==> config.mk <==
export PLATFORM = sky130hd
export DESIGN_NAME = spi_sensor_reader
export DESIGN_NICKNAME = d
export VERILOG_FILES = /design/src/rtl/spi_sensor_reader.sv
export SDC_FILE = /design/constraint.sdc
export NUM_CORES = 1
export LEC_CHECK = 0
export ABC_AREA = 1
export CAP_MARGIN = 5
export CORE_MARGIN = 3
export CORE_UTILIZATION = 24
export DETAILED_ROUTE_END_ITERATION = 12
export PLACE_DENSITY = 0.48
export SETUP_SLACK_MARGIN = 0.1
export SLEW_MARGIN = 20
export SYNTH_ARGS = -nofsm -noshare
export SYNTH_HDL_FRONTEND = slang
export SYNTH_SLANG_ARGS = --single-unit
==> constraint.sdc <==
create_clock -name clk -period 2.9 [get_ports clk]
set_clock_uncertainty 0.15 [all_clocks]
set_input_delay 0.58 -clock clk [delete_from_list [all_inputs] [get_ports clk]]
set_output_delay 0.58 -clock clk [all_outputs]
set_load 0.005 [all_outputs]
==> src/rtl/spi_sensor_reader.sv <==
// spi_sensor_reader: read-only SPI master that captures a DATA_WIDTH field from a fixed sensor frame
//
// Ports:
//   clk        system clock
//   rst_n      asynchronous active-low reset
//   start      frame request pulse (used only when CONTINUOUS=0)
//   sdo        serial data from the sensor
//   cs         chip select, active low, registered
//   sck        serial clock, idle low, registered
//   value      last captured data field
//   valid      one-clk pulse when value updates
//   busy       high while a frame is in flight
//   frame_err  prefix framing error flag (driven only with SPI_READER_FRAME_CHECK_EN)
//
// Build option: define SPI_READER_FRAME_CHECK_EN to flag frames whose prefix bits were not all zero.
module spi_sensor_reader #(
    parameter int DATA_WIDTH   = 8,
    parameter int PREFIX_BITS  = 3,
    parameter int POSTFIX_BITS = 5,
    parameter int SCK_HALF     = 4,
    parameter int QUERY_DELAY  = 40,
    parameter int CONTINUOUS   = 1
) (
    input  logic                  clk,
    input  logic                  rst_n,
    input  logic                  start,
    input  logic                  sdo,
    output logic                  cs,
    output logic                  sck,
    output logic [DATA_WIDTH-1:0] value,
    output logic                  valid,
    output logic                  busy,
    output logic                  frame_err
);
    localparam int FRAME_BITS = PREFIX_BITS + DATA_WIDTH + POSTFIX_BITS;
    localparam int IDLE_CYC   = QUERY_DELAY * 2 * SCK_HALF + 1;
    localparam int BW         = $clog2(FRAME_BITS + 1);
    localparam int PW         = $clog2(SCK_HALF);
    localparam int DW         = $clog2(IDLE_CYC + 1);
    localparam logic [BW-1:0] LAST_BIT = BW'(FRAME_BITS - 1);
    localparam logic [PW-1:0] PH_END   = PW'(SCK_HALF - 1);
    localparam logic [DW-1:0] IDLE_END = DW'(IDLE_CYC - 1);

    typedef enum logic [1:0] {S_IDLE, S_FRAME, S_DONE} state_t;

    state_t                state, state_nxt;
    logic [PW-1:0]         ph;
    logic                  hi;
    logic [BW-1:0]         bit_cnt;
    logic [DW-1:0]         dly;
    logic [DATA_WIDTH-1:0] buffer;
    logic                  half_end, bit_end, sample, in_data;
    logic                  cs_d, sck_d, busy_d, valid_d;

    assign half_end = ph == PH_END;
    assign bit_end  = half_end && hi;
    // sck output lags hi by one flop, so this is the edge where sck goes 0->1
    assign sample   = state == S_FRAME && hi && !sck;
    assign in_data  = int'(bit_cnt) >= PREFIX_BITS && int'(bit_cnt) < PREFIX_BITS + DATA_WIDTH;

    always_ff @(posedge clk or negedge rst_n) begin
        if (!rst_n) state <= S_IDLE;
        else        state <= state_nxt;
    end

    // The S_DONE cycle counts as the first idle clk, so the inter-frame gap is
    // IDLE_CYC in total; with no query delay S_DONE goes straight to the next frame.
    always_comb begin
        state_nxt = state;
        case (state)
            S_IDLE:  if (CONTINUOUS != 0 ? dly == IDLE_END : start) state_nxt = S_FRAME;
            S_FRAME: if (bit_end && bit_cnt == LAST_BIT) state_nxt = S_DONE;
            S_DONE:  state_nxt = (CONTINUOUS != 0 && IDLE_CYC == 1) ? S_FRAME : S_IDLE;
            default: state_nxt = S_IDLE;
        endcase
    end

    always_comb begin
        cs_d    = state != S_FRAME;
        sck_d   = state == S_FRAME && hi;
        busy_d  = state == S_FRAME;
        valid_d = state == S_DONE;
    end

    always_ff @(posedge clk or negedge rst_n) begin
        if (!rst_n) begin
            cs    <= 1'b1;
            sck   <= 1'b0;
            busy  <= 1'b0;
            valid <= 1'b0;
            value <= '0;
        end else begin
            cs    <= cs_d;
            sck   <= sck_d;
            busy  <= busy_d;
            valid <= valid_d;
            value <= valid_d ? buffer : value;
        end
    end

    always_ff @(posedge clk or negedge rst_n) begin
        if (!rst_n) begin
            ph      <= '0;
            hi      <= 1'b0;
            bit_cnt <= '0;
            dly     <= '0;
            buffer  <= '0;
        end else begin
            ph      <= state == S_FRAME && !half_end ? ph + 1'b1 : '0;
            hi      <= state == S_FRAME ? hi ^ half_end : 1'b0;
            bit_cnt <= state == S_FRAME ? bit_cnt + BW'(bit_end) : '0;
            // reset leaves dly at 0 so the first frame waits the full IDLE_CYC
            dly     <= state == S_IDLE && CONTINUOUS != 0 ? (state_nxt == S_FRAME ? '0 : dly + 1'b1)
                     : state == S_DONE ? DW'(1) : '0;
            buffer  <= sample && in_data ? DATA_WIDTH'({buffer, sdo}) : buffer;
        end
    end

`ifdef SPI_READER_FRAME_CHECK_EN
    logic pre_err;

    always_ff @(posedge clk or negedge rst_n) begin
        if (!rst_n) begin
            pre_err   <= 1'b0;
            frame_err <= 1'b0;
        end else begin
            pre_err   <= state == S_FRAME ? pre_err | (sample && int'(bit_cnt) < PREFIX_BITS && sdo) : 1'b0;
            frame_err <= valid_d ? pre_err : frame_err;
        end
    end
`else
    assign frame_err = 1'b0;
`endif
endmodule
## Word level (Yosys, flattened, before mapping)

Index checks and enable logic that the tools add are counted.

| word-level totals | value |
|---|---|
| register bits after elaboration | 39 |
| latch bits | 0 |
| memory bits (writable) | 0 |
| memory bits (read-only) | 0 |
| bits of input ports | 4 |
| output and inout port bits | 13 |
| memories kept | 0 |

| cells by class | value |
|---|---|
| add/sub/neg operators | 3 |
| multiply operators | 0 |
| divide/modulo/power cells | 0 |
| magnitude comparators | 2 |
| eq/ne operators | 7 |
| shifts and indexed selects | 0 |
| muxes and demuxes | 9 |
| bitwise gates (word level) | 1 |
| reductions and logical operators | 10 |

Operators by type and width:

| cell | number |
|---|---|
| 9-bit 2-to-1 mux | 2 |
| 9-bit by 1-bit adder with 9-bit output (second input constant) | 1 |
| 9-bit == test (second input constant) | 1 |
| 1-bit logical AND | 7 |
| 2-bit 2-to-1 mux | 3 |
| 5-bit by 1-bit adder with 5-bit output | 1 |
| 5-bit by 4-bit == test with 1-bit output (second input constant) | 1 |
| 5-bit by 2-bit >= comparator with 1-bit output (second input constant) | 1 |
| 5-bit by 4-bit < comparator with 1-bit output (second input constant) | 1 |
| 5-bit 2-to-1 mux | 1 |
| 2-bit by 1-bit == test with 1-bit output (second input constant) | 2 |
| 2-bit == test (second input constant) | 2 |
| 2-bit case mux with 2 select lines | 1 |
| 2-bit by 1-bit adder with 2-bit output (second input constant) | 1 |
| 1-bit zero test | 2 |
| 2-bit zero test | 1 |
| 1-bit 2-to-1 mux | 2 |
| 2-bit by 1-bit inequality test with 1-bit output (second input constant) | 1 |
| 1-bit bitwise XOR | 1 |

## Logic depth before layout (Yosys ltp)

Gate-level depths: netlist of run 1.

| depth | value |
|---|---|
| depth after elaboration | 8 |
| mapped depth | 8 |

## Worst setup path after synthesis of run 1

No wires, ideal clock.

| timing | value |
|---|---|
| path kind | reg-to-reg |
| from | register ph[0] |
| to | register bit_cnt[4] |
| setup time | 122 ps |
| arrival | 1373 ps |
| data required time | 2628 ps |
| setup slack | 1255 ps |
| stages on the path, launching flop included | 9 |
| buffers on the path | 0 |
| path through | dfrtp_1 > ha_1 > ha_1 > ha_1 > ha_1 > inv_1 > o21ai_0 > nand2_1 > nor2_1 |

| on the way | value |
|---|---|
| longest elaborated chain between the ends | 4 |

RTL lines:

| what | line | source |
|---|---|---|
| start, declared | 47 | `logic [PW-1:0] ph;` |
| start signal, assigned | 109 | `ph <= state == S_FRAME && !half_end ? ph + 1'b1 : '0;` |
| 2-bit == test | 55 | `assign half_end = ph == PH_END;` |
| 1-bit logical AND | 56 | `assign bit_end = half_end && hi;` |
| 5-bit by 1-bit adder with 5-bit output | 111 | `bit_cnt <= state == S_FRAME ? bit_cnt + BW'(bit_end) : '0;` |
| 5-bit 2-to-1 mux | 111 |  |
| end signal, assigned | 111 |  |
| end, declared | 49 | `logic [BW-1:0] bit_cnt;` |

Every way passes these cells.
A chain may end at the register's enable or synchronous reset.

## Worst setup path in the final report of run 1

| timing | value |
|---|---|
| from | register cs |
| to | output cs |

RTL lines:

| what | line | source |
|---|---|---|
| start, declared | 28 | `output logic cs,` |
| start signal, assigned | 93 | `cs <= cs_d;` |

No word-level cell between the ends.

==> metrics.csv, run 1 <==
stage;metric;value;unit
clocking;cell at the root of the clock tree;sky130_fd_sc_hd__clkbuf_8;
setup_path;FF-to-FF path depth;8;
clocking;clock buffer depth;2;
timing;maximum frequency from static timing analysis;494;MHz
global_route;Overall Global Routing Usage;0.0849;
setup_path;cell class contributing the biggest share of worst-path delay;flip-flops;
clocking;clock slew at the register clock pins of the worst setup and hold paths;0.08;ns
timing;count of endpoints failing hold in the final timing report;0;
yosys;multiplexer fraction of the synthesized cell area;0;
pwr;static leakage power;1.12;nW
setup_path;beginning of the worst register-to-register path;ph[0];
clocking;CTS resizes;0;
yosys;post-synthesis cell count;202;
floorplanning;Die Outline Area;8300;um2
cells_and_area;number of filler instances in the final layout;764;
global_route;antenna violations before repair;0;
cells_and_area;commonest non-fill, non-tap cell in the layout;sky130_fd_sc_hd__nand2_1;
floorplanning;Core Footprint;6910;um2
hold_path;HP Class;in2async;
cells_and_area;number of diodes;0;
global_route;leftover overflow at the end of global routing;0;
yosys;synthesized-area fraction occupied by and/or/nand/nor cells;0.299;
detailed_routing;vias per cell;3.97;
detailed_routing;average wire per cell in the routed design;10.1;um
yosys;arithmetic-cell share of the synthesized area counting full adders, half adders and majority gates;0.0432;
timing;final-report max-slew violation count;0;
setup_path;CP Depth;1;
floorplanning;horizontal extent of the die;91.1;um
timing;worst-case hold slack;0.248;ns
setup_path;end of the worst register-to-register path;bit_cnt[4];
outcome;result of the run;finished, final reports clean;
timing;shortest clock period the worst path allows after layout;2.02;ns
yosys;netlist area before placement;1740;um2
setup_path;kind of critical path;reg2out;
yosys;sequential area share after synthesis;0.562;
yosys;compound-gate portion of the synthesized area;0.0230;
clocking;CTS tree;built;
timing;worst-margin pin slew;0.888;ns
setup_path;Worst Setup SP;cs;
yosys;dominant combinational cell family by area after synthesis;simple AND/OR/NAND/NOR gates;
clocking;level count of the clock H-tree;2;
yosys;Synth Area per Inst;8.61;um2
yosys;number of warnings issued by yosys;0;
yosys;Yosys top cell area share;0.547;
detailed_routing;DRT antenna net count;0;
detailed_routing;number of vias after detailed routing;1265;
floorplanning;I/O Pins;17;
timing;tightest slew margin relative to the limit;0.408;
detailed_routing;number of design-rule violations left by the first detailed-router iteration;50;
setup_path;total buffers and inverters traversed by the critical path;1;
cells_and_area;synth-to-layout area growth;18.8;%
timing;unrepaired setup endpoints after global routing;no;
cells_and_area;Final nets;232;
detailed_routing;post-detailed-routing wire length;3.23;mm
pwr;worst-case vdd ir drop;0.174;mV
setup_path;kind of start point of the critical path;register;
yosys;number of synthesized register bits;39;
floorplanning;starting density of the core;0.252;
yosys;syn nets;212;
cells_and_area;non-filler instance count after layout;319;
setup_path;largest fanout on the critical path;1;
yosys;largest cells by area after synthesis;sky130_fd_sc_hd__dfrtp_1, sky130_fd_sc_hd__nand2_1, sky130_fd_sc_hd__inv_1;
timing;post-route clock period utilization;0.698;
floorplanning;number of rows in the core area;30;
global_route;global-route wire length before repair;5.76;mm
setup_path;Worst path slowest cell;sky130_fd_sc_hd__dfstp_2;
yosys;Netlist cell types;22;
setup_path;Max stage delay on crit path;0.52;ns
setup_path;critical path capture point type;output port;
pwr;cell area power density;439;nW/um2
global_route;via count of the first global-routing pass;1277;
cells_and_area;design area;2070;um2
detailed_routing;count of TritonRoute iterations in the first routing pass;4;
timing;sum of negative setup slack;0;ns
place;GPL Wtd Cong;0.737;
place;Post-Place Cells;311;
yosys;xor and xnor area share after synthesis;0.0101;
clocking;# Post-CTS Setup Buffers;0;
setup_path;minimum setup slack among reg-to-reg paths;1.12;ns
global_route;pin count of the biggest net entering global routing;40;
clocking;clock latency at the later pin of the worst-skew pair;0.28;ns
setup_path;worst setup path end;cs;
floorplanning;height of the die;91.1;um
place;placement-stage cell area;1990;um2
setup_path;cell-by-cell listing of the critical path;clkdlybuf4s50_1;
clocking;total of hold buffers inserted after clock tree synthesis;0;
flow_run;Max-Cap Viols;0;
yosys;dominant cell type by area after synthesis;sky130_fd_sc_hd__dfrtp_1;
cells_and_area;commonest cells after routing, fill and taps aside;sky130_fd_sc_hd__nand2_1, sky130_fd_sc_hd__dfrtp_1, sky130_fd_sc_hd__inv_1;
setup_path;Crit path required time;2.17;ns
clocking;total CTS buffers;5;
setup_path;data arrival time at the worst-slack endpoint;1.29;ns
place;post-detail-place hpwl;2.25;mm
timing;setup violation total in the final timing report;0;
clocking;Clock Sinks;39;
place;port buffer count;14;
cells_and_area;share of layout cells above drive strength 1;0.0628;
detailed_routing;DRC violations left;0;
## metal layers
| metal | track usage | vias up | part of all wire | routed length (um) |
|---|---|---|---|---|
| li1 | - | 662 | - | - |
| met1 | 0.108 | 584 | 0.51 | 1630 |
| met2 | 0.137 | 17 | 0.46 | 1470 |
| met3 | 0.0273 | 2 | 0.033 | 106 |
| met4 | 0.0264 | 0 | 0.0050 | 16 |
| met5 | 0 | - | 0 | 0 |
## flip-flops by register name, summed over array words and instances, names as in the netlist
| signal | count |
|---|---|
| dly | 9 |
| buffer | 8 |
| value | 8 |
| bit_cnt | 5 |
| ph | 2 |
| state | 2 |
| busy | 1 |
| cs | 1 |
| hi | 1 |
| sck | 1 |
| valid | 1 |
## cells by family after synthesis
| kind of cell | count (synthesis) |
|---|---|
| flops | 39 |
| compound gates | 8 |
| fa+ha+maj | 6 |
| xor+xnor | 2 |
| simple gates | 119 |
| buf+inv | 27 |
| other cells | 1 |
## synthesized netlist by cell type
library cell / count
sky130_fd_sc_hd__a21oi_1: 4
sky130_fd_sc_hd__nor2_4: 2
sky130_fd_sc_hd__nor3_1: 2
sky130_fd_sc_hd__inv_1: 24
sky130_fd_sc_hd__nand2_2: 2
sky130_fd_sc_hd__nor3b_1: 2
sky130_fd_sc_hd__xor2_1: 1
sky130_fd_sc_hd__xnor2_1: 1
sky130_fd_sc_hd__clkinv_1: 1
sky130_fd_sc_hd__inv_2: 1
sky130_fd_sc_hd__dfrtp_1: 38
sky130_fd_sc_hd__nand2_1: 69
sky130_fd_sc_hd__buf_4: 1
sky130_fd_sc_hd__nand3b_1: 1
sky130_fd_sc_hd__conb_1: 1
sky130_fd_sc_hd__o21ai_0: 4
sky130_fd_sc_hd__nand2_4: 2
sky130_fd_sc_hd__ha_1: 6
sky130_fd_sc_hd__nand3_1: 16
sky130_fd_sc_hd__dfstp_2: 1
sky130_fd_sc_hd__nand4_1: 2
sky130_fd_sc_hd__nor2_1: 21
## per-stage QoR
stage / setup slack [ns] / util / total power [mW]
floorplan: 1.26 / - / 0.556
global placement: 1.16 / 0.288 / 0.568
detailed placement: 1.14 / 0.288 / 0.568
CTS: 0.859 / 0.299 / 0.928
global route: 0.834 / 0.299 / 0.948
finish: 0.875 / 0.299 / 0.908
## area by class of cell
type	count	area, um2	share of cell area
sequential	39	977	0.473
tap	96	120	0.0581
multi-input combinational	136	657	0.318
clock buffer	8	80.1	0.0387
inverter	26	97.6	0.0472
timing repair buffer	14	135	0.0654
## power by group
part	total (mW)	switching [mW]	internal [mW]
Clock	0.352	0.181	0.171
Sequential	0.544	0	0.544
Combinational	0.0125	0.0108	0.00165
## worst min-delay path by stage
stage / from / to / slack (ns) / cells past startpoint
after floorplan: rst_n / bit_cnt[0] / 0.13 / 0
after global placement: ph[0] / ph[0] / 0.29 / 1
after detailed placement: ph[0] / ph[0] / 0.29 / 1
after CTS: rst_n / dly[7] / 0.29 / 1
after global routing: rst_n / dly[8] / 0.32 / 1
final: rst_n / dly[7] / 0.25 / 1
(Power assumes the default switching activity.)
==> run 2: changes to the inputs <==
PLACE_DENSITY = 0.5   (was 0.48)
clock period = 1.86 ns   (was 2.9 ns; I/O delays follow)
==> metrics.csv, run 2 (synthesis results as in run 1) <==
stage;metric;value;unit;change
timing;shortest clock period the worst path allows after layout;1.69;ns;
timing;count of endpoints failing hold in the final timing report;0;;unchanged
cells_and_area;non-filler instance count after layout;323;;was 319
global_route;antenna violations before repair;0;;unchanged
place;GPL Wtd Cong;0.779;;was 0.737
timing;setup violation total in the final timing report;0;;unchanged
setup_path;total buffers and inverters traversed by the critical path;1;;unchanged
setup_path;data arrival time at the worst-slack endpoint;1.16;ns;was 1.29 ns
outcome;result of the run;finished, final reports clean;;unchanged
clocking;clock buffer depth;2;;unchanged
detailed_routing;DRT antenna net count;0;;unchanged
setup_path;Crit path required time;1.34;ns;was 2.17 ns
cells_and_area;final design utilization;0.310;;was 0.299
setup_path;end of the worst register-to-register path;bit_cnt[2];;was bit_cnt[4]
flow_run;Max-Cap Viols;0;;unchanged
pwr;worst-case vdd ir drop;0.407;mV;was 0.174 mV
clocking;cell at the root of the clock tree;sky130_fd_sc_hd__clkbuf_8;;unchanged
detailed_routing;DRC violations left;0;;unchanged
timing;final-report max-slew violation count;0;;unchanged
clocking;clock slew at the register clock pins of the worst setup and hold paths;0.08;ns;about the same
hold_path;origin of the worst min-delay path;value[3];;
setup_path;minimum setup slack among reg-to-reg paths;0.25;ns;was 1.12 ns
setup_path;largest fanout on the critical path;2;;was 1
timing;maximum frequency from static timing analysis;593;MHz;
timing;sum of negative setup slack;0;ns;unchanged
global_route;via count of the first global-routing pass;1251;;was 1277
cells_and_area;top flop regs;dly x9, buffer x8, value x8;;unchanged
setup_path;cell-by-cell listing of the critical path;clkdlybuf4s50_1;;unchanged
detailed_routing;number of design-rule violations left by the first detailed-router iteration;76;;was 50
global_route;global-route wire length before repair;5.96;mm;was 5.76 mm
cells_and_area;number of diodes;0;;unchanged
place;post-detail-place hpwl;2.31;mm;was 2.25 mm
place;Post-Place Cells;313;;was 311
global_route;leftover overflow at the end of global routing;0;;unchanged
floorplanning;starting density of the core;0.252;;unchanged
detailed_routing;count of TritonRoute iterations in the first routing pass;4;;unchanged
global_route;Overall Global Routing Usage;0.0893;;was 0.0849
floorplanning;Die Outline Area;8300;um2;unchanged
cells_and_area;commonest cells after routing, fill and taps aside;sky130_fd_sc_hd__nand2_1, sky130_fd_sc_hd__dfrtp_1, sky130_fd_sc_hd__inv_1;;unchanged
setup_path;beginning of the worst register-to-register path;ph[0];;unchanged
setup_path;Worst path slowest cell;sky130_fd_sc_hd__clkdlybuf4s50_1;;was sky130_fd_sc_hd__dfstp_2
cells_and_area;commonest non-fill, non-tap cell in the layout;sky130_fd_sc_hd__nand2_1;;unchanged
pwr;static leakage power;1.15;nW;was 1.12 nW
hold_path;Hold Path End;value[3];;
detailed_routing;vias per cell;4.02;;was 3.97
clocking;total CTS buffers;5;;unchanged
timing;worst-case hold slack;0.334;ns;was 0.248 ns
place;port buffer count;14;;unchanged
setup_path;critical path capture point type;output port;;unchanged
hold_path;cell depth of the worst hold path;2;;
floorplanning;height of the die;91.1;um;unchanged
floorplanning;I/O Pins;17;;unchanged
floorplanning;horizontal extent of the die;91.1;um;unchanged
clocking;level count of the clock H-tree;2;;unchanged
cells_and_area;largest register by flop count;dly;;unchanged
detailed_routing;average wire per cell in the routed design;10.2;um;was 10.1 um
detailed_routing;post-detailed-routing wire length;3.31;mm;was 3.23 mm
setup_path;Max stage delay on crit path;0.52;ns;about the same
detailed_routing;number of vias after detailed routing;1299;;was 1265
setup_path;kind of start point of the critical path;register;;unchanged
floorplanning;number of rows in the core area;30;;unchanged
setup_path;FF-to-FF path depth;7;;was 8
clocking;Clock Sinks;39;;unchanged
cells_and_area;number of flip-flops in the largest register;9;;unchanged
floorplanning;Core Footprint;6910;um2;unchanged
timing;unrepaired setup endpoints after global routing;yes;;was no
global_route;pin count of the biggest net entering global routing;40;;unchanged
pwr;cell area power density;747;nW/um2;was 439 nW/um2
setup_path;cell class contributing the biggest share of worst-path delay;buffers and inverters;;was flip-flops
timing;final critical-path setup slack;0.174;ns;was 0.875 ns
place;Post-Place Setup Slack;0.111;ns;was 1.14 ns
cells_and_area;synth-to-layout area growth;23.2;%;was 18.8%
setup_path;kind of critical path;reg2out;;unchanged
timing;post-route clock period utilization;0.906;;
clocking;clock latency at the later pin of the worst-skew pair;0.29;ns;was 0.28 ns
clocking;CTS tree;built;;unchanged
hold_path;HP Class;reg2reg;;was in2async
cells_and_area;share of layout cells above drive strength 1;0.106;;was 0.0628
cells_and_area;Final nets;236;;was 232
[run 2: cell count changes in the layout (fill, tap and decap cells not counted), moves of 3 or more]
cell	previous run	this run
sky130_fd_sc_hd__buf_4	0	3
sky130_fd_sc_hd__ha_2	0	3
sky130_fd_sc_hd__ha_1	6	3
sky130_fd_sc_hd__clkbuf_1	3	0
[run 2: through the flow]
stage	power [mW]	cell area [um2]
finish	1.60	2140
CTS	1.63	2130
detailed placement	0.887	2000
global placement	0.887	2000
global route	1.66	2140
floorplan	0.866	1740
[run 2: worst max-delay path by stage]
stage / from / to / slack [ns] / cells after the start
after detailed placement: ph[0] / bit_cnt[2] / 0.11 / 7
after CTS: ph[0] / bit_cnt[4] / 0.11 / 8
after floorplan: ph[0] / bit_cnt[4] / 0.22 / 8
after global placement: ph[0] / bit_cnt[4] / 0.15 / 8
final: value[1] / value[1] / 0.17 / 1
after global routing: ph[0] / bit_cnt[2] / 0.09 / 7
[run 2: layout make-up]
cell class,count,area (um2)
Tap cell,96,120
Multi-Input combinational cell,136,664
Clock buffer,6,82.6
Timing Repair Buffer,18,166
Fill cell,771,4760
Sequential cell,39,977
Inverter,26,97.6
Clock inverter,2,35.0
[run 2: what timing repair did]
item,CTS,global route
setup endpoints to repair,1,2
gates resized for setup,1,5
gates cloned,0,0
hold buffers,1,0
buffers inserted,0,1
pin swaps,0,1
hold endpoints to repair,14,0
[run 2: power breakdown]
part	internal (mW)	leakage (nW)	switching, mW
logic	0.00532	0.569	0.0169
registers	0.847	0.522	0
clock network	0.434	0.0612	0.297
total	1.29	1.15	0.314
[run 2: per-layer routing]
metal / GRT usage / vias to the layer above / wire, um
li1: - / 672 / -
met1: 0.116 / 610 / 1690
met2: 0.137 / 13 / 1480
met3: 0.0331 / 4 / 111
met4: 0.0302 / 0 / 27
met5: 0 / - / 0
==> run 3: changes to the inputs <==
--- a/constraint.sdc
+++ b/constraint.sdc
@@ -3,3 +3,3 @@
 set_input_delay 0.372 -clock clk [delete_from_list [all_inputs] [get_ports clk]]
 set_output_delay 0.372 -clock clk [all_outputs]
-set_load 0.005 [all_outputs]
+set_load 0.05 [all_outputs]
==> metrics.csv, run 3 (synthesis results as in run 1) <==
stage;metric;value;unit;change
cells_and_area;top flop regs;dly x9, buffer x8, value x8;;unchanged
place;Post-Place Cells;313;;unchanged
cells_and_area;commonest non-fill, non-tap cell in the layout;sky130_fd_sc_hd__nand2_1;;unchanged
global_route;via count of the first global-routing pass;1290;;was 1251
place;post-detail-place hpwl;2.28;mm;was 2.31 mm
detailed_routing;vias per cell;3.94;;was 4.02
detailed_routing;count of TritonRoute iterations in the first routing pass;4;;unchanged
timing;post-route clock period utilization;0.889;;was 0.906
clocking;total CTS buffers;5;;unchanged
setup_path;kind of start point of the critical path;register;;unchanged
place;port buffer count;14;;unchanged
timing;sum of negative setup slack;0;ns;unchanged
floorplanning;I/O Pins;17;;unchanged
cells_and_area;Final nets;235;;was 236
setup_path;kind of critical path;reg2reg;;was reg2out
floorplanning;starting density of the core;0.252;;unchanged
floorplanning;horizontal extent of the die;91.1;um;unchanged
clocking;# Post-CTS Setup Buffers;0;;unchanged
global_route;pin count of the biggest net entering global routing;40;;unchanged
clocking;Clock Sinks;39;;unchanged
setup_path;Crit path required time;1.90;ns;was 1.34 ns
clocking;cell at the root of the clock tree;sky130_fd_sc_hd__clkbuf_8;;unchanged
floorplanning;Die Outline Area;8300;um2;unchanged
clocking;CTS tree;built;;unchanged
floorplanning;Core Footprint;6910;um2;unchanged
detailed_routing;DRT antenna net count;0;;unchanged
timing;setup violation total in the final timing report;0;;unchanged
global_route;Overall Global Routing Usage;0.0877;;was 0.0893
setup_path;largest fanout on the critical path;4;;was 2
place;GPL Wtd Cong;0.761;;was 0.779
cells_and_area;share of layout cells above drive strength 1;0.146;;was 0.106
cells_and_area;number of flip-flops in the largest register;9;;unchanged
global_route;leftover overflow at the end of global routing;0;;unchanged
timing;count of endpoints failing hold in the final timing report;0;;unchanged
global_route;global-route wire length before repair;5.93;mm;was 5.96 mm
detailed_routing;post-detailed-routing wire length;3.19;mm;was 3.31 mm
clocking;clock buffer depth;2;;unchanged
floorplanning;number of rows in the core area;30;;unchanged
timing;unrepaired setup endpoints after global routing;no;;was yes
cells_and_area;commonest cells after routing, fill and taps aside;sky130_fd_sc_hd__nand2_1, sky130_fd_sc_hd__dfrtp_1, sky130_fd_sc_hd__inv_1;;unchanged
clocking;clock latency at the later pin of the worst-skew pair;0.29;ns;about the same
setup_path;critical path capture point type;register;;was output port
clocking;clock slew at the register clock pins of the worst setup and hold paths;0.08;ns;about the same
clocking;level count of the clock H-tree;2;;unchanged
global_route;antenna violations before repair;0;;unchanged
detailed_routing;DRC violations left;0;;unchanged
cells_and_area;number of filler instances in the final layout;772;;was 771
pwr;cell area power density;688;nW/um2;was 747 nW/um2
timing;shortest clock period the worst path allows after layout;1.65;ns;was 1.69 ns
cells_and_area;non-filler instance count after layout;322;;was 323
setup_path;data arrival time at the worst-slack endpoint;1.69;ns;was 1.16 ns
cells_and_area;synth-to-layout area growth;19.9;%;was 23.2%
flow_run;Max-Cap Viols;0;;unchanged
hold_path;HP Class;reg2reg;;unchanged
outcome;result of the run;finished, final reports clean;;unchanged
detailed_routing;average wire per cell in the routed design;9.90;um;was 10.2 um
floorplanning;height of the die;91.1;um;unchanged
cells_and_area;largest register by flop count;dly;;unchanged
pwr;total power consumption of the routed design;1.43;mW;was 1.60 mW
timing;maximum frequency from static timing analysis;605;MHz;was 593 MHz
detailed_routing;number of vias after detailed routing;1270;;was 1299
timing;final-report max-slew violation count;0;;unchanged
detailed_routing;number of design-rule violations left by the first detailed-router iteration;49;;was 76
pwr;worst-case vdd ir drop;0.331;mV;was 0.407 mV
pwr;static leakage power;1.16;nW;was 1.15 nW
cells_and_area;number of diodes;0;;unchanged
run 3: critical path, stage by stage, from the launching register on:
cell	delay (ns)
sky130_fd_sc_hd__dfrtp_1	0.39
sky130_fd_sc_hd__ha_2	0.20
sky130_fd_sc_hd__ha_1	0.20
sky130_fd_sc_hd__ha_2	0.18
sky130_fd_sc_hd__ha_1	0.18
sky130_fd_sc_hd__inv_2	0.07
sky130_fd_sc_hd__o21ai_0	0.08
sky130_fd_sc_hd__nand2_1	0.06
sky130_fd_sc_hd__nor2_1	0.03
run 3: repair_timing:
action	4_1_cts	5_1_grt
resized for setup	0	3
hold buffers	1	0
hold endpoints to repair	11	0
endpoints found under the setup margin	0	2
run 3: metrics by stage:
stage,setup slack [ns],util,area [um2],hold WS (ns)
global route,0.116,0.302,2080,0.315
global placement,0.149,0.287,1980,0.278
CTS,0.103,0.301,2080,0.298
finish,0.206,0.302,2080,0.301
detailed placement,0.115,0.287,1980,0.286
floorplan,0.215,-,1740,-0.0736
run 3: cell type report:
type	count	area, um2	share of cell area
multi-input combinational	136	662	0.318
clock inverter	2	12.5	0.00600
inverter	26	97.6	0.0468
tap	96	120	0.0576
clock buffer	6	72.6	0.0348
sequential	39	977	0.469
timing repair buffer	17	143	0.0684
run 3: per-layer routing:
layer | part of all wire | global-route usage
met3 | 0.029 | 0.0340
met2 | 0.47 | 0.137
met1 | 0.50 | 0.113
met4 | 0.0031 | 0.0226
met5 | 0 | 0
run 3: path summary, 6_finish.rpt:
check                        endpoint  slack, ns  depth (start not counted)  startpoint
hold reg to reg                 ph[0]       0.30                          1       ph[0]
min in group asynchronous      dly[5]       0.52                          3       rst_n
hold / removal                  ph[0]       0.30                          1       ph[0]
setup reg to reg           bit_cnt[4]       0.21                          8       ph[0]
max in group asynchronous          cs       0.68                          3       rst_n
setup / recovery           bit_cnt[4]       0.21                          8       ph[0]
run 3: where the power goes:
part	internal (mW)	leakage (nW)	switching (mW)
Sequential	0.847	0.522	0
Combinational	0.00530	0.599	0.0209
Clock	0.262	0.0412	0.298
==> RTL edit 1: new RTL, flow settings as in run 2 <==
One comparison of `bit_cnt` changes from == to >=.
--- a/src/rtl/spi_sensor_reader.sv
+++ b/src/rtl/spi_sensor_reader.sv
@@ -69,7 +69,7 @@
         state_nxt = state;
         case (state)
             S_IDLE:  if (CONTINUOUS != 0 ? dly == IDLE_END : start) state_nxt = S_FRAME;
-            S_FRAME: if (bit_end && bit_cnt == LAST_BIT) state_nxt = S_DONE;
+            S_FRAME: if (bit_end && bit_cnt >= LAST_BIT) state_nxt = S_DONE;
             S_DONE:  state_nxt = (CONTINUOUS != 0 && IDLE_CYC == 1) ? S_FRAME : S_IDLE;
             default: state_nxt = S_IDLE;
         endcase
Formal check against the unedited RTL: same outputs for any inputs over 10 cycles, from zero or initial values and one cycle with rst_n low; that may be too few to reach the edited logic, so the function may still have changed.
==> RTL edit 1 against run 2 <==
First-iteration DRC count decreased by 6.6%; final area increased by 0.29%; area after synthesis increased by 0.43%; routed wire length decreased by 3.3%; sequential cell count unchanged; register-to-register slack got worse by 0.07 ns; via count decreased by 4.3%; total power increased by 0.30%; critical path type unchanged; fmax decreased by 0.50%; setup slack got worse by 0.0085 ns.
==> RTL edit 1: results (changes against run 2) <==
* Avg Inst Size Synth at 8.91 sq um (+3.5%)
* Multi-input logic portion of the cell area at 31.7% (+0.72 points)
* Most frequent cells after synthesis: nand2_1, dfrtp_1, nor2_1
* Via Count at 1243 (-4.3%)
* Cells after DPL at 306 (-2.2%)
* Worst Path Arrival at 1.17 ns
* Signal buffers at 17 (-1)
* LEAKAGE at 1.13 nW (-2.2%)
* Reg-to-reg slack, setup at 0.18 ns (-0.07 ns)
* Inverter count at 22 (-15%)
* Final clock-cell share at 5.41% (-0.074 points)
* VDD IR max at 298 uV (-27%)
* First-pass GRT wire length at 5640 um (-5.3%)
* GRT Total Usage at 8.66% (-0.27 points)
* Seq/Total Area, Yosys at 55.9% (-0.24 points)
* Pre-CTS setup slack at 0.124 ns (+0.0124 ns)
* DR WL/cell at 10.1 um (-1.2%)
* Crit-path max FO at 2 (unchanged)
* # fillers at 749 (-2.9%)
* Largest net degree at the start of global routing at 24 (-40%)
* WL final at 3200 um (-3.3%)
* Nets at 229 (-3.0%)
* DR iter-0 viols at 71 (-6.6%)
* Post-DP HPWL at 2270 um (-2.0%)
* Syn_nets at 206 (-2.8%)
* Largest stage delay on the critical path at 0.50 ns (-0.02 ns)
* Fraction of area in registers at 45.5% (-0.13 points)
* Non-clock buffering overhead in the final layout at 7.97% (+0.21 points)
* Area contributors post-synth: dfrtp_1, nand2_1, nand3_1, nor2_1, ha_1
* Worst hold slack at 0.326 ns (-0.00805 ns)
* Worst reg-to-reg path cell count at 8 (+1)
* GP Congestion at 0.715 (-8.2%)
* Hold Path Origin: value[3]
* Comb_multi_in at 134 (-1.5%)
* Outcome: finished, final reports clean
* R2r endpoint: bit_cnt[4]
* Layout cells sized above 1 at 11.4% (+0.79 points)
## RTL edit 1: changes by cell type after synthesis, sizes merged
cell / change
xor2: +1
a21oi: -2
o21ai: -1
nand3b: -1
nor2: +1
inv: -3
nand4: -2
nand3: +2
nand2: -2
nor3: +1
o21bai: +1
clkinv: -1
## RTL edit 1: through the flow
step	cell area (sq um)	power, mW
floorplan	1750	0.866
global placement	2010	0.891
detailed placement	2010	0.891
CTS	2140	1.65
global route	2150	1.68
finish	2150	1.61
## RTL edit 1: timing repair
item / CTS / global route
setup endpoints to repair: 1 / 2
buffers inserted: 0 / 1
hold buffers: 1 / 0
resized for setup: 1 / 2
endpoints found under the hold margin: 16 / 0
cloned: 0 / 0
## RTL edit 1: worst max-delay path by stage
stage	start	to	slack, ns	cells after the start
floorplan	ph[0]	bit_cnt[4]	0.21	8
global placement	ph[0]	bit_cnt[4]	0.15	8
detailed placement	ph[0]	bit_cnt[4]	0.12	8
CTS	ph[0]	bit_cnt[4]	0.11	8
global route	ph[0]	bit_cnt[4]	0.11	8
finish	value[1]	value[1]	0.17	1
## RTL edit 1: cells by family after synthesis
logic type      count (synthesis)  share of synthesized area, %
simple gates                  118                          31.0
flops                          39                          55.9
buf+inv                        23                          5.16
compound gates                  6                          1.86
fa+ha+maj                       6                          4.30
xor+xnor                        3                          1.50
other cells                     1                         0.215
## RTL edit 1: per-layer routing
metal  GRT usage (%)  wire length, um  share of wire [%]  vias up
met2            13.1             1540                 48       15
met3            2.49              109                3.4        4
met5               0                0                  0        -
met4            4.52               56                1.8        0
met1            11.2             1490                 47      577
li1                -                -                  -      647
## RTL edit 1: report_power, final
part	switching (mW)	internal, mW
Combinational	0.0184	0.00811
Clock	0.325	0.407
Sequential	0	0.847
==> RTL edit 2: new RTL, settings of run 2 <==
Without the edit above. Change the parameter `POSTFIX_BITS` from 5 to 6.
--- a/src/rtl/spi_sensor_reader.sv
+++ b/src/rtl/spi_sensor_reader.sv
@@ -16,7 +16,7 @@
 module spi_sensor_reader #(
     parameter int DATA_WIDTH   = 8,
     parameter int PREFIX_BITS  = 3,
-    parameter int POSTFIX_BITS = 5,
+    parameter int POSTFIX_BITS = 6,
     parameter int SCK_HALF     = 4,
     parameter int QUERY_DELAY  = 40,
     parameter int CONTINUOUS   = 1
Behaviour: no difference found for any inputs over 10 cycles, from zero or initial values and one cycle with rst_n low; that may be too few to reach the edited logic, so the function may still have changed.
==> RTL edit 2 against run 2 <==
Final area is the same; sequential share of layout area did not move; largest cell class unchanged; die area decreased by 0.73%; sequential cell count unchanged; largest power group unchanged; count of clock-buffer cells in the layout shrank 1; total power increased by 7.2%; critical path type is now reg -> reg; setup slack worse by 0.0040 ns; routed wire length is 0.70% higher; area after synthesis fell by 0.79%.
==> RTL edit 2: results (changes against run 2) <==
* Outcome: finished, final reports clean
* Most frequent cells after synthesis: nand2_1, dfrtp_1, nor2_1
* Post-synthesis compound-gate area fraction at 0.435% (-1.9 points)
* CP Launch Point: ph[0]
* Synth Area in XOR/XNOR at 2.54% (+1.5 points)
* Syn_nets at 207 (-2.4%)
* P per Cell Area at 801 nW/um^2 (+7.2%)
* Layout cells sized above 1 at 9.05% (-1.5 points)
* DR iter-0 viols at 99 (+30%)
* Hold Path Origin: ph[0]
* Vias in the first global route at 1225 (-2.1%)
* LEAKAGE at 1.10 nW (-4.7%)
* Area contributors post-synth: dfrtp_1, nand2_1, nor2_1, ha_1, inv_1
* Largest net degree at the start of global routing at 40 (unchanged)
* Worst hold slack at 0.300 ns (-0.0339 ns)
* Clk. pwr at 0.847 mW (+16%)
* Crit-path max FO at 3 (+1)
* Seq/Total Area, Yosys at 56.6% (+0.45 points)
* Reg-to-reg slack, setup at 0.17 ns (-0.08 ns)
* Internal at 1.39 mW (+7.8%)
* # fillers at 734 (-4.8%)
* Distinct cell type count after synthesis at 20 (-9.1%)
* VDD IR max at 268 uV (-34%)
* H-tree Lvls at 2 (unchanged)
* Slowest stage cell, crit path: dfrtp_1
* Via Count at 1253 (-3.5%)
* CTS root buf: clkbuf_8
* Largest stage delay on the critical path at 0.39 ns (-0.13 ns)
* DR WL/cell at 10.5 um (+2.6%)
* Non-Filler Instances at 317 (-1.9%)
* Cells after DPL at 308 (-1.6%)
* GP Congestion at 0.751 (-3.6%)
* Cells after synthesis at 197 (-2.5%)
* Nets at 230 (-2.5%)
* Detailed Routing Iterations Pass 1 at 4 (unchanged)
* Worst Setup Slack, final at 0.171 ns (-0.00395 ns)
* Worst Path Arrival at 1.72 ns (+0.56 ns)
* CTS max path bufs at 2 (unchanged)
* GRT Total Usage at 8.92% (-0.016 points)
* Post-DP HPWL at 2280 um (-1.6%)
* Placement Cell Area at 1990 sq um (-0.69%)
* First-pass GRT wire length at 5890 um (-1.2%)
* P&R area growth vs syn at 24.2%
* Adder-cell share of the synthesized area at 4.35% (+0.034 points)
* Seq pwr share at 49.3% (-3.6 points)
* Pre-CTS setup slack at 0.0727 ns (-0.0387 ns)
==> RTL edit 2: changes by cell type after synthesis, sizes merged, moves of 2 or more <==
cell,before,now
nand4,2,9
nand3,16,10
a21oi,4,0
inv,25,21
nor2,23,27
o21ai,4,0
xnor2,1,3
==> RTL edit 2: timing repair <==
action | in CTS | in global routing
endpoints found under the setup margin | 2 | 2
cloned | 0 | 0
endpoints found under the hold margin | 5 | 0
hold buffers | 1 | 0
resized for setup | 2 | 3
==> RTL edit 2: per-layer routing <==
layer,track usage [%],part of all wire (%),vias to the layer above
li1,-,-,658
met1,11.8,52,572
met2,13.1,42,17
met3,3.00,3.6,6
met4,4.15,1.9,0
met5,0,0,-
==> RTL edit 2: final timing paths <==
kind,end,cells past startpoint
min,ph[0],1
min in group asynchronous,value[3],3
min reg2reg,ph[0],1
max,bit_cnt[4],7
max reg2reg,bit_cnt[4],7
max in group asynchronous,cs,3
==> RTL edit 2: kinds of logic (layout without fill, tap and decap cells) <==
kind of cell             count (synthesis)  in the layout
buffers and inverters                   22             46
flip-flops                              39             39
XOR/XNOR                                 5              5
AO/OA/AOI/OAI                            1              1
adder cells (fa/ha/maj)                  6              6
other                                    1              1
AND/OR/NAND/NOR                        123            123
==> RTL edit 2: layout make-up <==
type | count | area share (%)
clock buffer | 5 | 3.21
clock inverter | 3 | 3.15
inverter | 21 | 3.68
multi-input combinational | 136 | 31.2
sequential | 39 | 45.6
tap | 96 | 5.60
timing repair buffer | 17 | 7.53
==> RTL edit 2: critical path, delay by kind of cell (launching register included) <==
family	cells	cell delay, ns
adder cells (fa/ha/maj)	4	0.76
flip-flops	1	0.39
XOR/XNOR	1	0.15
AND/OR/NAND/NOR	2	0.14
